`src/rtl/scc_wave_core.sv`:
```
// scc_wave_core -- five-channel SCC wavetable generator.
//
// Each channel has a 32-sample signed 8-bit wave, a 12-bit period, a 4-bit
// volume and an enable bit. Channel 4 has no RAM of its own and plays
// channel 3's wave, as the original SCC does. On every ce tick the per-channel
// counters/pointers step, then a small FSM accumulates the five weighted
// samples one per clk and publishes the mixed, shifted result.
//
// Ports:
//   clk          system clock
//   reset        synchronous, active-high reset
//   ce           sound tick, one clk wide, at least 8 clk apart
//   wr, rd       register write / read strobes, one clk wide
//   addr         register offset within the SCC window (0x00-0xFF)
//   din          write data
//   dout         registered read data, valid the clk after rd, held until next rd
//   sound        signed 16-bit mixed sample
//   sample_valid one-clk pulse coinciding with each sound update

module scc_wave_core #(
  parameter int MIX_SHIFT = 1
) (
  input  logic        clk,
  input  logic        reset,
  input  logic        ce,
  input  logic        wr,
  input  logic        rd,
  input  logic [7:0]  addr,
  input  logic [7:0]  din,
  output logic [7:0]  dout,
  output logic [15:0] sound,
  output logic        sample_valid
);

  typedef enum logic [2:0] {IDLE, ACC0, ACC1, ACC2, ACC3, ACC4, OUT} mix_state_t;

  logic [7:0]  wave_ram [0:127];
  logic [11:0] period   [0:4];
  logic [11:0] counter  [0:4];
  logic [4:0]  ptr      [0:4];
  logic [3:0]  volume   [0:4];
  logic [4:0]  enable;

  logic [4:0]  period_wr;
  logic [11:0] period_new [0:4];

  mix_state_t        state, state_next;
  logic [2:0]        mix_ch;
  logic              mix_active;
  logic [1:0]        ram_ch;
  logic [7:0]        mix_sample;
  logic signed [12:0] sample_ext, volume_ext, mix_prod;
  logic signed [15:0] mix_term;
  logic signed [15:0] acc;

  // Period byte writes: 0x80+2n is the low byte, 0x81+2n the high nibble.
  // The merged value is used both for the period register and the counter
  // reload so a write takes effect immediately.
  always_comb begin
    for (int n = 0; n < 5; n++) begin
      period_wr[n]  = wr && (addr[7:4] == 4'h8) && (addr[3:1] == 3'(n));
      period_new[n] = addr[0] ? {din[3:0], period[n][7:0]} : {period[n][11:8], din};
    end
  end

  // Wave RAM is deliberately not cleared by reset; writes are blocked while
  // reset is high so reset overrides the CPU port.
  always_ff @(posedge clk) begin
    if (!reset && wr && !addr[7])
      wave_ram[addr[6:0]] <= din;
  end

  // Read port: the non-blocking read returns the pre-write byte when a read
  // and write hit the same wave address in one cycle.
  always_ff @(posedge clk) begin
    if (reset)
      dout <= 8'hFF;
    else if (rd)
      dout <= addr[7] ? 8'hFF : wave_ram[addr[6:0]];
  end

  // Channel registers and tone counters. A period write reloads the counter
  // and beats a coincident ce (no decrement, no pointer step). Disabled
  // channels keep stepping so re-enabling them stays in phase.
  always_ff @(posedge clk) begin
    if (reset) begin
      for (int n = 0; n < 5; n++) begin
        period[n]  <= 12'd0;
        counter[n] <= 12'd0;
        ptr[n]     <= 5'd0;
        volume[n]  <= 4'd0;
      end
      enable <= 5'd0;
    end else begin
      for (int n = 0; n < 5; n++) begin
        if (period_wr[n]) begin
          period[n]  <= period_new[n];
          counter[n] <= period_new[n];
        end else if (ce) begin
          if (counter[n] == 12'd0) begin
            counter[n] <= period[n];
            ptr[n]     <= ptr[n] + 5'd1;
          end else begin
            counter[n] <= counter[n] - 12'd1;
          end
        end
        if (wr && addr == 8'(8'h8A + n))
          volume[n] <= din[3:0];
      end
      if (wr && addr == 8'h8F)
        enable <= din[4:0];
    end
  end

  // Mixer state register.
  always_ff @(posedge clk) begin
    if (reset)
      state <= IDLE;
    else
      state <= state_next;
  end

  // Mixer sequencing: one channel per ACC state. A ce outside IDLE only
  // affects the counters and does not restart the sequence.
  always_comb begin
    state_next = state;
    mix_ch     = 3'd0;
    mix_active = 1'b0;
    case (state)
      IDLE: if (ce) state_next = ACC0;
      ACC0: begin mix_ch = 3'd0; mix_active = 1'b1; state_next = ACC1; end
      ACC1: begin mix_ch = 3'd1; mix_active = 1'b1; state_next = ACC2; end
      ACC2: begin mix_ch = 3'd2; mix_active = 1'b1; state_next = ACC3; end
      ACC3: begin mix_ch = 3'd3; mix_active = 1'b1; state_next = ACC4; end
      ACC4: begin mix_ch = 3'd4; mix_active = 1'b1; state_next = OUT;  end
      OUT:  state_next = IDLE;
      default: state_next = IDLE;
    endcase
  end

  // Weighted sample of the channel being accumulated: signed 8-bit wave
  // times unsigned 4-bit volume, both widened to 13 bits so the multiply
  // is fully signed. Channel 4 reads channel 3's RAM.
  always_comb begin
    ram_ch     = (mix_ch == 3'd4) ? 2'd3 : mix_ch[1:0];
    mix_sample = wave_ram[{ram_ch, ptr[mix_ch]}];
    sample_ext = {{5{mix_sample[7]}}, mix_sample};
    volume_ext = {9'd0, volume[mix_ch]};
    mix_prod   = sample_ext * volume_ext;
    mix_term   = enable[mix_ch] ? {{3{mix_prod[12]}}, mix_prod} : 16'sd0;
  end

  // Accumulator and output register. sound and sample_valid are both
  // registered out of OUT so the pulse lines up with the new sample.
  always_ff @(posedge clk) begin
    if (reset) begin
      acc          <= 16'sd0;
      sound        <= 16'd0;
      sample_valid <= 1'b0;
    end else begin
      sample_valid <= (state == OUT);
      if (state == IDLE && ce)
        acc <= 16'sd0;
      else if (mix_active)
        acc <= acc + mix_term;
      if (state == OUT)
        sound <= 16'(acc <<< MIX_SHIFT);
    end
  end

endmodule

```
`config.mk`:
```
export PLATFORM = sky130hd
export DESIGN_NAME = scc_wave_core
export DESIGN_NICKNAME = d
export VERILOG_FILES = /design/src/rtl/scc_wave_core.sv
export SDC_FILE = /design/constraint.sdc
export NUM_CORES = 2
export LEC_CHECK = 0
export CORE_ASPECT_RATIO = 0.7
export CORE_UTILIZATION = 30
export DETAILED_ROUTE_END_ITERATION = 8
export GPL_TIMING_DRIVEN = 0
export PLACE_DENSITY_LB_ADDON = 0.05
export SETUP_SLACK_MARGIN = 0.02
export SYNTH_ARGS = -nofsm -noshare
export SYNTH_HDL_FRONTEND = slang
export SYNTH_SLANG_ARGS = --single-unit
```
`constraint.sdc`:
```
create_clock -name clk -period 20.4 [get_ports clk]
set_input_delay 3.06 -clock clk [delete_from_list [all_inputs] [get_ports clk]]
set_output_delay 3.06 -clock clk [all_outputs]
set_load 0.02 [all_outputs]
```
* Word level (Yosys, flattened, before mapping)
Memory sizes are Yosys's and may differ from the RTL's. Cells that the tools add are included.
Cells by class: reduce and logical (&&, ||, !) cells 26, bitwise gates (word level) 30, muxes and demuxes 128, multipliers 1, $lt $le $gt $ge 1, $add $sub $neg 11, equality and inequality tests 19
Operator list (number):
- $mux 12 | 25
- $mux 1 | 86
- $logic_not 12->1 | 5
- $sub 12x1->12 const B | 5
- $eq 8x8->1 const B | 6
- $or 1x1->1 | 30
- $add 5x1->5 const B | 5
- $mux 5 | 5
- $mux 4 | 5
- $pmux 3 s6 | 1
- $add 16x16->16 | 1
- $mux 16 | 1
- $eq 3x3->1 const B | 5
- $logic_and 1x1->1 | 15
- $mul 8x5->13 | 1
- $eq 3x2->1 const B | 4
- $pmux 3 s4 | 1
- $mux 8 | 1
- $eq 3x1->1 const B | 2
- $logic_not 3->1 | 2
- $reduce_or 5->1 | 1
- $eq 4x4->1 const B | 1
- $lt 3x4->1 const B | 1
- $bmux 1 s3 | 1
- other kinds (5) | 6
Storage, ports and cells: register bits 48, output and inout bits 25, logic and storage cells 227, input bits 21, memories kept 5, RAM bits 1189
Memories:
- wave_ram | words 128, width 8, rd ports 2, clocked after memory_dff 0, wr ports 1, line 37 | logic [7:0] wave_ram [0:127];
- counter | words 5, width 12, rd ports 5, clocked after memory_dff 0, wr ports 5, line 39 | logic [11:0] counter [0:4];
- period | words 5, width 12, rd ports 5, clocked after memory_dff 0, wr ports 5, line 38 | logic [11:0] period [0:4];
- ptr | words 5, width 5, rd ports 6, clocked after memory_dff 0, wr ports 5, line 40 | logic [4:0] ptr [0:4];
- volume | words 5, width 4, rd ports 1, clocked after memory_dff 0, wr ports 5, line 41 | logic [3:0] volume [0:4];

* Longest topological paths before layout
depth after elaboration 9, depth in mapped cells 41

* Worst setup path after synthesis
No wires, ideal clock.
path type register -> register, from register state[2], to register acc[14], cell stages (with the launch flop) 37, path slack 13333 ps, period minus slack after synthesis 7067 ps, arrival 6946 ps, required time 20278 ps, path buffers 6, cell sequence dfxtp_1 -> buf_4 -> inv_2 -> or3_1 -> o211ai_2 -> buf_4 -> buf_4 -> buf_2 -> buf_2 -> buf_2 -> nand3_1 -> a311oi_1 -> a21oi_1 -> a211oi_1 -> a21oi_1 -> a21o_1 -> nor2b_1 -> ha_1 -> inv_1 -> fa_1 -> fa_1 -> inv_1 -> ha_1 -> nor2b_1 -> o21ai_0 -> a21boi_0 -> o21ai_0 -> a21oi_1 -> o21ai_0 -> nor3b_1 -> ha_1 -> or2_2 -> a21oi_1 -> a21oi_1 -> a211oi_1 -> o21ai_0 -> nor3b_2
Between the ends: cells in the longest elaborated chain, start to end 8
Ends and longest elaborated chain:
- start, declared | line 47 | mix_state_t state, state_next;
- start signal, assigned | line 120 | state <= state_next;
- parallel branches: the longest is 8 deep, another holds $add 16x16->16
- end signal, assigned | line 165 | acc <= acc + mix_term;
- end, declared | line 54 | logic signed [15:0] acc;
Several ways; the timed one is not identified. The select of a mux whose other input is x is not followed. A chain may end at the register's enable or synchronous reset.

* Final worst setup path
from register state[0], to register acc[14]
Same word-level chain as after synthesis.

==> flow_summary.yaml <==
grt:
  globalRoute.totalOverflow: 0
  antenna_found_initial: 97
  first_global_vias: 48500
  grt_max_degree: 99
  first_pass_grt_wire_length_mm: 546
  track_usage_pct: 40.9
pwr:
  netSwitchingPower_mw: 2.75
  totalPowerFinal_mw: 7.56
  p_comb_share_pct: 26.4
  powerDensity_nw_per_um2: 104
  max-vdd-ir-drop_uv: 60.1
  sequentialPowerShare_pct: 37.4
  clockPowerShare_pct: 36.2
  switching_share_pct: 36.4
  power.leakage_nw: 24.6
  internal_power_mw: 4.80
cells_and_area:
  finish.instance_area_um2: 72700
  final-instance-count-excl-fill: 8370
  multiInputGateArea_um2: 24000
  seqCellArea_um2: 36600
  finish.net_count: 5564
  drive_gt1_share_pct: 16.3
  synth_to_layout_area_growth_pct: 16.3
  fillers: 20400
routing:
  drc: 0
  drt_pass1_iterations: 6
  route.final.wire_length_mm: 439
  detailedRoute.firstIterationViolations: 10100
  wl_per_cell_um: 52.5
  detail-route-antenna-nets: 0
  route.vias.total: 54800
  avgViaCountPerCell: 6.55
placed_design:
  routabilityCongestion: 1.06
  placed_cell_area_um2: 67900
  dp_hpwl_mm: 320
  total_of_buffers_placed_on_input_and_output_ports: 38
  dpl.cell_count: 8073
yosys:
  syn-cell-area_um2: 62500
  synth-warning-count: 0
  netlist.area_leader.share_pct: 57.1
  synth_sequential_area_ratio_pct: 58.6
  yosys_register_bits: 1236
  synth_area_per_cell_um2: 12.0
  yosys.cell_types.count: 87
  post-synth-top-area-cell: "edfxtp_1"
  synthCells: 5224
  number_of_flops_mapped_to_enable_cells_by_yosys: 1189
  synthArstFlopShare_pct: 0
  synthTopCellsByArea: "edfxtp_1 (57%), mux4_2 (8.7%), nand2_1 (6.8%)"
  synth_flop_cell: "edfxtp_1"
  synth_fp_nets: 5310
sta:
  hold_viol_final: 0
  clock.fmax_mhz: 77.3
  timing_worst_slew_pin_value_ns: 1.74
  finalCritPeriodShare_pct: 63.4
  rsz0062_at_grt: "no"
  timing_max_transition_violations_final: 446
  fin_skew_ns: 0.0514
  setup-violations-final: 0
  setup-tns-final_ns: 0
  max-slew-margin-rel_pct: -15.8
  min_period_ns: 12.94
  hold_ws_ns: 0.454
floorplanning:
  floorplan.initialDensity_pct: 30.3
  dieHeight_um: 384
  placeableCoreArea_um2: 206000
  die-area_um2: 210000
  io-pin-count: 46
  row_count: 139
  die_width_um: 548
clocking:
  cts_hold_buffers: 0
  ctsRootBufferMaster: "clkbuf_16"
  cts_inserted_buffers: 150
  cts_htree_levels: 4
  cts_num_sinks: 1236
  tritoncts: "done"
  worstSkewPairLatency_ns: 0.86
  post_cts_resized: 0
  cts_buffer_depth: 4
  cts_setup_buffers: 0
  clkTransAtPathRegs_ns: 0.06
worst_setup_path:
  path_delay_family: "compound AO/OA/AOI/OAI gates"
  max_stage_delay_ns: 1.28
  kind_of_start_point_of_the_critical_path: "flip-flop"
  crit_path_frequent_cell: "o21ai_0"
  critPathKind: "reg -> reg"
  worstPathRequired_ns: 21.11
  worst_ep_arrival_time_ns: 13.65
  crit_path_end_kind: "flip-flop"
  wp_buf_inv: 7
  worstPathMaxFanout: 11
  worst_path_max_delay_cell: "clkbuf_1"
outcome:
  violations_in_the_final_reports: "max-capacitance violations, max-slew violations"
  status: "finished, violations left"
hold_path:
  min_path_type: "reg -> reg"
job:
  number_of_maximum_capacitance_constraint_violations: 50
[stage by stage]
stage / worst slack (ns) / utilization [%]
after floorplan: 13.33 / -
after global placement: 6.97 / 32.2
after detailed placement: 8.36 / 33.0
after CTS: 8.32 / 35.2
after global routing: 7.41 / 35.3
final: 7.46 / 35.3
[tightest hold or removal path, stage by stage (launching register included)]
cell and delay, ns:
dfxtp_1 0.30, nand2_1 0.05, a21oi_1 0.05
[synth_stat cells (7+ instances only)]
library cell and count:
edfxtp_1 1189, nand2_1 1133, nor2_1 358, a21oi_1 245
nand3_1 245, mux4_2 242, clkbuf_1 225, a311oi_1 205
and3_1 135, buf_2 122, a211oi_1 110, mux2i_1 88
o21ai_0 74, inv_1 73, nor3_1 73, nor2b_1 60
dfxtp_1 47, ha_1 47, a31oi_1 46, nand2b_1 40
xnor2_1 39, a221oi_1 32, mux2_2 32, xor2_1 26
buf_1 25, o22ai_1 21, fa_1 18, or2_2 18
o211ai_1 17, buf_4 16, a22oi_1 15, nor4_1 15
a21o_1 14, a22o_1 13, and2_1 13, or3_1 13
buf_6 11, nand4_1 8, a21boi_0 7, o21bai_1 7
[power by group through the flow]
stage	clock (mW)	sequential, mW	combinational (mW)
floorplan	0	2.88	0.823
global placement	0	2.90	1.82
detailed placement	0	2.88	1.86
CTS	2.73	2.83	1.86
global route	2.82	2.83	1.98
finish	2.73	2.83	2.00
[layer usage]
layer	GRT usage [%]	vias to the layer above	wire length, um
met2	50.6	5023	158000
met4	20.2	36	25300
met1	57.0	28400	185000
met3	21.0	948	70300
met5	1.08	-	550
li1	-	20400	-
[registers in the layout, indices dropped and copies added, names as in the netlist]
register,flops
volume,20
state,3
sound,15
wave_ram,1024
sample_valid,1
dout,8
enable,5
period,60
acc,15
ptr,25
counter,60
[final timing paths]
check                           slack [ns]     start  depth (start not counted)        to
worst max-delay path                  7.46  state[0]                         33   acc[14]
worst min-delay path                  0.45  sound[3]                          2  sound[3]
worst max register to register        7.46  state[0]                         33   acc[14]
worst min register to register        0.45  sound[3]                          2  sound[3]
[cells by family after synthesis]
logic type / share of synthesized area [%]
compound gates: 9.85
flops: 58.6
buf+inv: 3.39
simple gates: 15.0
other cells: 0.00600
mux: 10.7
xor+xnor: 0.911
fa+ha+maj: 1.52
[placed cells by master (no fill, tap or decap), drive strengths merged, types with 80 or more instances in the layout]
cell type     n
a211oi      110
a21oi       245
a311oi      205
and3        135
buf         248
clkbuf      412
edfxtp     1189
inv          80
mux2i        88
mux4        242
nand2      1133
nand3       245
nor2        358
[final cells by class]
| class | instances | share of cell area (%) |
|---|---|---|
| clock buffers | 186 | 5.41 |
| inverters | 74 | 0.382 |
| diodes | 33 | 0.114 |
| plain buffers | 402 | 2.69 |
| multi-input cells | 3512 | 33.1 |
| repair buffers | 102 | 2.21 |
| clock inverters | 76 | 1.02 |
| well taps | 2749 | 4.73 |
| flip-flops and latches | 1236 | 50.4 |
Note: power is estimated with default switching activity, not from simulation.
